### config.mk
export PLATFORM = sky130hd
export DESIGN_NAME = text_console_master
export DESIGN_NICKNAME = d
export VERILOG_FILES = /design/src/rtl/text_console_master.sv
export SDC_FILE = /design/constraint.sdc
export NUM_CORES = 1
export LEC_CHECK = 0
export ABC_CLOCK_PERIOD_IN_PS = 4740
export CAP_MARGIN = 5
export CELL_PAD_IN_SITES_DETAIL_PLACEMENT = 0
export CELL_PAD_IN_SITES_GLOBAL_PLACEMENT = 1
export CORE_ASPECT_RATIO = 1.1
export CORE_UTILIZATION = 42
export CTS_CLUSTER_SIZE = 10
export DETAILED_ROUTE_END_ITERATION = 12
export GPL_TIMING_DRIVEN = 0
export PLACE_DENSITY_LB_ADDON = 0.1
export SLEW_MARGIN = 20
export SYNTH_ARGS = -nofsm -noshare
export SYNTH_HDL_FRONTEND = slang
export SYNTH_SLANG_ARGS = --single-unit
### constraint.sdc
create_clock -name CLK -period 4.74 [get_ports CLK]
set_input_delay 0.948 -clock CLK [delete_from_list [all_inputs] [get_ports CLK]]
set_output_delay 0.948 -clock CLK [all_outputs]
set_load 0.005 [all_outputs]
### src/rtl/text_console_master.sv
// text_console_master: turns a character byte stream into Avalon-MM writes to VGA text VRAM (cursor, wrap, newline, scroll, clear).
// Latency: printable byte writes the cycle after acceptance, back in IDLE 2 cycles after accept; unstalled scroll 1760 cycles, clear 600.
// Backpressure: CHAR_READY only in IDLE; every Avalon request holds address/data/enables until AVL_WAITREQUEST is low.
module text_console_master #(
  parameter int COLS = 80,
  parameter int ROWS = 30
) (
  input  logic        CLK,
  input  logic        RESET,
  input  logic [7:0]  CHAR_DATA,
  input  logic        CHAR_VALID,
  output logic        CHAR_READY,
  output logic [11:0] AVL_ADDR,
  output logic        AVL_READ,
  output logic        AVL_WRITE,
  output logic        AVL_CS,
  output logic [3:0]  AVL_BYTE_EN,
  output logic [31:0] AVL_WRITEDATA,
  input  logic [31:0] AVL_READDATA,
  input  logic        AVL_WAITREQUEST,
  output logic        BUSY,
  output logic [6:0]  CURSOR_COL,
  output logic [4:0]  CURSOR_ROW
);

  localparam int WPR    = COLS / 4;
  localparam int NWORDS = WPR * ROWS;

  // Last word copied during a scroll, first/last word of the bottom row, last VRAM word
  localparam logic [9:0] COPY_LAST = 10'(NWORDS - WPR - 1);
  localparam logic [9:0] CLR_FIRST = 10'(NWORDS - WPR);
  localparam logic [9:0] WORD_LAST = 10'(NWORDS - 1);
  localparam logic [6:0] COL_LAST  = 7'(COLS - 1);
  localparam logic [4:0] ROW_LAST  = 5'(ROWS - 1);

  typedef enum logic [2:0] {
    IDLE,
    WRITE_CHAR,
    SCROLL_RD,
    SCROLL_WAIT,
    SCROLL_WR,
    SCROLL_CLR,
    CLEAR
  } state_t;

  state_t      state;
  logic [9:0]  word_cnt;
  logic [11:0] cur_word;

  // VRAM word holding the character under the cursor
  assign cur_word = 12'(CURSOR_ROW) * 12'(WPR) + 12'(CURSOR_COL[6:2]);

  // Ready is forced low while reset is held so the producer never sees a false accept
  assign CHAR_READY = (state == IDLE) & ~RESET;
  assign BUSY       = (state != IDLE);
  assign AVL_CS     = AVL_READ | AVL_WRITE;

  // Main FSM: cursor bookkeeping and all Avalon request registers
  always_ff @(posedge CLK or posedge RESET) begin
    if (RESET) begin
      state         <= IDLE;
      word_cnt      <= '0;
      AVL_ADDR      <= '0;
      AVL_READ      <= 1'b0;
      AVL_WRITE     <= 1'b0;
      AVL_BYTE_EN   <= '0;
      AVL_WRITEDATA <= '0;
      CURSOR_COL    <= '0;
      CURSOR_ROW    <= '0;
    end else begin
      case (state)
        IDLE: begin
          if (CHAR_VALID) begin
            if (CHAR_DATA == 8'h0A) begin
              CURSOR_COL <= '0;
              if (CURSOR_ROW != ROW_LAST) begin
                CURSOR_ROW <= CURSOR_ROW + 5'd1;
              end else begin
                // Bottom row: start copying row 1 up to row 0
                state       <= SCROLL_RD;
                word_cnt    <= '0;
                AVL_ADDR    <= 12'(WPR);
                AVL_BYTE_EN <= 4'hF;
                AVL_READ    <= 1'b1;
              end
            end else if (CHAR_DATA == 8'h0C) begin
              state         <= CLEAR;
              word_cnt      <= '0;
              AVL_ADDR      <= '0;
              AVL_WRITEDATA <= '0;
              AVL_BYTE_EN   <= 4'hF;
              AVL_WRITE     <= 1'b1;
            end else begin
              // Data replicated to every lane; the byte enable picks the column
              state         <= WRITE_CHAR;
              AVL_ADDR      <= cur_word;
              AVL_BYTE_EN   <= 4'b0001 << CURSOR_COL[1:0];
              AVL_WRITEDATA <= {4{CHAR_DATA}};
              AVL_WRITE     <= 1'b1;
            end
          end
        end

        WRITE_CHAR: begin
          if (!AVL_WAITREQUEST) begin
            AVL_WRITE <= 1'b0;
            if (CURSOR_COL != COL_LAST) begin
              CURSOR_COL <= CURSOR_COL + 7'd1;
              state      <= IDLE;
            end else begin
              CURSOR_COL <= '0;
              if (CURSOR_ROW != ROW_LAST) begin
                CURSOR_ROW <= CURSOR_ROW + 5'd1;
                state      <= IDLE;
              end else begin
                state       <= SCROLL_RD;
                word_cnt    <= '0;
                AVL_ADDR    <= 12'(WPR);
                AVL_BYTE_EN <= 4'hF;
                AVL_READ    <= 1'b1;
              end
            end
          end
        end

        SCROLL_RD: begin
          if (!AVL_WAITREQUEST) begin
            AVL_READ <= 1'b0;
            state    <= SCROLL_WAIT;
          end
        end

        SCROLL_WAIT: begin
          // Slave returns data exactly one cycle after the read was accepted
          AVL_WRITEDATA <= AVL_READDATA;
          AVL_ADDR      <= {2'b00, word_cnt};
          AVL_BYTE_EN   <= 4'hF;
          AVL_WRITE     <= 1'b1;
          state         <= SCROLL_WR;
        end

        SCROLL_WR: begin
          if (!AVL_WAITREQUEST) begin
            if (word_cnt != COPY_LAST) begin
              word_cnt  <= word_cnt + 10'd1;
              AVL_ADDR  <= 12'(word_cnt) + 12'(WPR + 1);
              AVL_WRITE <= 1'b0;
              AVL_READ  <= 1'b1;
              state     <= SCROLL_RD;
            end else begin
              // Write stays asserted: blanking of the bottom row follows back to back
              word_cnt      <= CLR_FIRST;
              AVL_ADDR      <= {2'b00, CLR_FIRST};
              AVL_WRITEDATA <= '0;
              state         <= SCROLL_CLR;
            end
          end
        end

        SCROLL_CLR: begin
          if (!AVL_WAITREQUEST) begin
            if (word_cnt == WORD_LAST) begin
              AVL_WRITE <= 1'b0;
              state     <= IDLE;
            end else begin
              word_cnt <= word_cnt + 10'd1;
              AVL_ADDR <= 12'(word_cnt + 10'd1);
            end
          end
        end

        CLEAR: begin
          if (!AVL_WAITREQUEST) begin
            if (word_cnt == WORD_LAST) begin
              AVL_WRITE  <= 1'b0;
              CURSOR_COL <= '0;
              CURSOR_ROW <= '0;
              state      <= IDLE;
            end else begin
              word_cnt <= word_cnt + 10'd1;
              AVL_ADDR <= 12'(word_cnt + 10'd1);
            end
          end
        end

        default: state <= IDLE;
      endcase
    end
  end

endmodule

Word-level counts from Yosys, hierarchy flattened
Index checks and enable logic that the tools add are counted.
{"block": "word_totals", "output_inout_bits": 65, "inputBits": 44, "wordCells": 145, "register_bits": 75}
{"block": "classes", "bitwise": 3, "eq_ne": 28, "n_addsub": 6, "reduce_logical": 18, "shifts": 1, "mul": 1, "muxes": 79}
{"cell": "$mux W32", "count": 5}
{"cell": "$mux W10", "count": 10}
{"cell": "$mux W12", "count": 8}
{"cell": "$pmux W32 S3", "count": 1}
{"cell": "$pmux W12 S5", "count": 1}
{"cell": "$mux W7", "count": 6}
{"cell": "$pmux W10 S4", "count": 1}
{"cell": "$mux W5", "count": 7}
{"cell": "$mux W3", "count": 10}
{"cell": "$mux W4", "count": 6}
{"cell": "$ne A2 B2 Y1 const B", "count": 12}
{"cell": "$reduce_and A8 Y1", "count": 3}
{"cell": "$mux W11", "count": 2}
{"cell": "$pmux W7 S3", "count": 1}
{"cell": "$reduce_and A7 Y1", "count": 3}
{"cell": "$pmux W3 S6", "count": 1}
{"cell": "$eq A8 B4 Y1 const B", "count": 2}
{"cell": "$pmux W5 S3", "count": 1}
{"cell": "$mux W1", "count": 14}
{"cell": "$pmux W4 S3", "count": 1}
{"cell": "$reduce_bool A3 Y1", "count": 4}
{"cell": "$add A10 B1 Y11 const B", "count": 1}
{"cell": "$add A10 B5 Y11", "count": 1}
{"cell": "$add A10 B5 Y11 const B", "count": 1}
{"cell": "other kinds (28)", "count": 34}

Depth between registers and ports, before layout
{"block": "depth", "word_depth": 6, "ltp_mapped": 9, "ltp_nobuf": 8}

Worst setup path before layout
No wires, ideal clock.
{"block": "synth_timing", "path_kind": "input -> register", "from": "in CHAR_DATA[4]", "to": "reg word_cnt[9]", "slack_ns": 2.307, "t_required_ns": 4.614, "setup_ns": 0.126, "arrival_ns": 2.307, "path_buffers": 0, "cell_stages": 5, "cell_sequence": "nor4_4 nand3_1 a221oi_4 o211ai_4 a221o_1"}
{"block": "synth_via", "elab_chain_len": 4, "word_cells_on_any_way": 7, "cone_classes": "3 x eq/ne; 3 x mux; 1 x reduce/logical"}
{"element": "start, declared", "line": "10", "source": "input logic [7:0] CHAR_DATA,"}
{"element": "$eq A8 B4 Y1", "line": "74", "source": "if (CHAR_DATA == 8'h0A) begin"}
{"element": "$mux W10", "line": "74"}
{"element": "$mux W10", "line": "73", "source": "if (CHAR_VALID) begin"}
{"element": "$pmux W10 S4", "line": "71", "source": "case (state)"}
{"element": "end signal, assigned", "line": "145", "source": "word_cnt <= word_cnt + 10'd1;"}
{"element": "end signal, assigned", "line": "166", "source": "word_cnt <= word_cnt + 10'd1;"}
{"element": "end signal, assigned", "line": "180", "source": "word_cnt <= word_cnt + 10'd1;"}
{"element": "end, declared", "line": "47", "source": "logic [9:0] word_cnt;"}
Several ways; a longest one is shown, not always the timed one. The select of a mux whose other input is x is not followed.
A chain may end at the register's enable or synchronous reset.

Worst setup path in the final report
{"block": "layout_timing", "from": "reg state[0]", "to": "out CHAR_READY"}
{"block": "layout_via", "elab_chain_len": 2}
{"element": "start, declared", "line": "46", "source": "state_t state;"}
{"element": "start signal, assigned", "line": "61", "source": "state <= IDLE;"}
{"element": "start signal, assigned", "line": "80", "source": "state <= SCROLL_RD;"}
{"element": "start signal, assigned", "line": "87", "source": "state <= CLEAR;"}
{"element": "$logic_not A3 Y1", "line": "54", "source": "assign CHAR_READY = (state == IDLE) & ~RESET;"}
{"element": "$and A1 B1 Y1", "line": "54"}
{"element": "end, declared", "line": "12", "source": "output logic CHAR_READY,"}
No other way between the ends.

==> run summary <==
Cell Rows - 42
Via count - 5,278
Cts repair resizes - 0
Ys flop type - dfrtp_1
Cts hold-fix bufs - 0
Syn Nets - 678
Max_cap viols - 0
Fin crit share - 0.684
Tmin final - 3240 ps
Design Power - 0.00173 W
Synth top area cells - dfrtp_1 36%, nand2_1 6.5%, o21ai_0 6.1%
Die area - 12,800 um2
Tightest Pin Transition - 1130 ps
Post-synthesis simple-gate area fraction - 0.244
Ys async rst share - 1.00
DRT Pass-1 Iters - 5
Setup tns final - 0 ps
CP arrival - 2290 ps
Sequential area share after synthesis - 0.362
Post-Synth Adder-Cell Area - 0.0463
R2R depth - 7
Core Region - 12,000 um2
Routed vias/inst - 5.90
First-pass GRT wire length - 28.4 mm
DR DRC count - 0
Most common cell after layout, fill and taps aside - clkdlybuf4s50_1
Cells after Synth - 616
Critical Path Sink Type - primary output
Cell taking the most area after synthesis - dfrtp_1
RSZ-0062 raised after global routing - no
Final setup margin - 1500 ps
Share of cells above drive strength 1 - 0.0972
Finished Layout Cells - 895
Reg2reg end - AVL_ADDR[3]
CP max stage delay - 500 ps
Hold path startpoint - AVL_WRITEDATA[16]
Commonest cells after routing, fill and taps aside - 108 x clkdlybuf4s50_1, 90 x nand2_1, 75 x dfrtp_1
Post-layout util - 0.563
Post-Syn Area - 5190 um2
Vias in the first global route - 5,209
Final Slew Violations - 0
Combinational family with the most area after synthesis - compound AO/OA/AOI/OAI gates
Iter 0 DRT Violations - 584
Crit Path Class - flip-flop to primary output
CTS root buffer - clkbuf_16
Post-CTS setup buffers - 0
Placed Cells - 879
Post-DRT Antenna Nets - 0
GRT overflow - 0
Outcome - finished, final reports clean
Setup WS pre-CTS - 1470 ps
Routability cong. - 0.934
CP max stage cell - clkdlybuf4s50_1
CP bufs+invs - 3
Req. time, crit path - 3790 ps
Post-synthesis area per instance - 8.42 um2
PD cells - 255 nW/um2
End of the worst hold path - AVL_WRITEDATA[16]
Overall Global Routing Usage - 0.286
CTS tree - built
Critical Path Start Type - flip-flop
Crit-path leading delay family - buffers and inverters
CTS Buffer Depth - 2
H-tree levels - 3
Setup violators final - 0
FF-to-FF setup slack - 2070 ps
Worst-path clk slew - 60 ps
CP max FO - 10
Largest net degree at the start of global routing - 50
CTS Sinks - 75
Count of different cell masters after synthesis - 78
Io pins - 109
Synth warn - 0
Skew-Pair Late Insertion Delay - 340 ps
Max Clk Rate - 308 MHz
Hold path cells - 2
Complex-gate fraction of the synthesized area - 0.262
Total CTS buffers - 9
Initial antenna violation count - 0
EDFF count, synth - 0
Final net count - 798
Post-DP HPWL - 13.0 mm
FF+latch count, synth - 75
Rel. slew slack - 0.248
Die height - 119 um
Routed WL per cell - 19.5 um
Post-synthesis xor/xnor area fraction - 0.0335
Hold Crit Class - flip-flop to flip-flop
Reg2reg start - state[0]
Fin. Hold Viols - 0
DRT Wirelength - 17.5 mm
Area growth, synth to finish - 30.7%
Die width - 108 um
Ant diodes - 0
IR Drop Worst-Case VDD - 0.158 mV
CP Cell Sequence - buf_2 -> or2_2 -> nor2_4 -> inv_1 -> nor2_1 -> clkdlybuf4s50_1
Yosys top cell area share - 0.362
Port bufs - 108
Post-synthesis mux area share - 0.00410
LEAKAGE - 2.86 nW
Initial Util - 0.431
Setup skew after layout - 5.71 ps
## cells in the mapped netlist, drive strengths merged (6+ instances only)
library cell and instances:
o2bb2ai 6, nor3b 6, nand2 92, nor2 40, and4 6, inv 11
xnor2 10, buf 26, xor2 9, a21oi 59, nand4 8, clkbuf 13
and3 6, o21a 8, or2 6, nor3 21, nand3 17, ha 16
dfrtp 75, o211ai 7, a21o 10, nor2b 6, o21ai 70, and2 13
## tightest hold or removal path, cell delays in order, from the launching register on
cell and delay [ps]:
dfrtp_1 340, nand2_1 40, o21ai_0 60
## power by group
part	total (W)	internal [W]	leakage, nW	switching, W
clock	0.000671	0.000375	0.140	0.000296
combinational	0.000345	0.000157	1.70	0.000188
sequential	0.000716	0.000675	1.02	0.0000403
## per-stage QoR
stage / cell area, um2 / hold WS, ps
global route: 6780 / 499
finish: 6780 / 482
CTS: 6780 / 484
detailed placement: 6490 / 469
global placement: 6460 / 465
floorplan: 5190 / 473
## state kept, by name (all words and copies together) (netlist names)
signal	count
AVL_ADDR	12
AVL_BYTE_EN	4
AVL_READ	1
AVL_WRITE	1
AVL_WRITEDATA	32
CURSOR_COL	7
CURSOR_ROW	5
state	3
word_cnt	10
## logic make-up (layout without fill, tap and decap cells)
group / after synthesis / after routing
AND/OR/NAND/NOR: 239 / 239
AO/OA/AOI/OAI: 212 / 212
flip-flops: 75 / 75
buffers and inverters: 51 / 176
XOR/XNOR: 19 / 19
adder cells (fa/ha/maj): 18 / 18
multiplexers: 2 / 2
## layer usage
layer,global-route usage,wire length (um),up-vias
li1,-,-,2479
met1,0.414,8010,2563
met2,0.444,8180,208
met3,0.0447,1010,28
met4,0.0685,267,0
met5,0,0,-
## worst max path at each step
| stage | slack, ps | endpoint | from | cells past startpoint |
|---|---|---|---|---|
| 6_report | 1500 | CHAR_READY | state[0] | 6 |
| 5_1_grt | 1380 | CHAR_READY | state[0] | 6 |
| 4_1_cts | 1500 | CHAR_READY | state[0] | 6 |
| 3_5_place_dp | 1470 | AVL_ADDR[5] | AVL_WAITREQUEST | 9 |
| 3_3_place_gp | 450 | AVL_ADDR[11] | RESET | 2 |
| 2_1_floorplan | 1880 | AVL_ADDR[0] | RESET | 1 |
## final cells by class
| cell class | instances | area (um2) |
|---|---|---|
| Fill cell | 1176 | 5260 |
| Multi-Input combinational cell | 490 | 3060 |
| Sequential cell | 75 | 1880 |
| Buffer | 39 | 204 |
| Clock inverter | 6 | 47.5 |
| Tap cell | 154 | 193 |
| Inverter | 12 | 47.5 |
| Timing Repair Buffer | 109 | 1110 |
| Clock buffer | 10 | 239 |
Note: power is estimated with default switching activity, not from simulation.
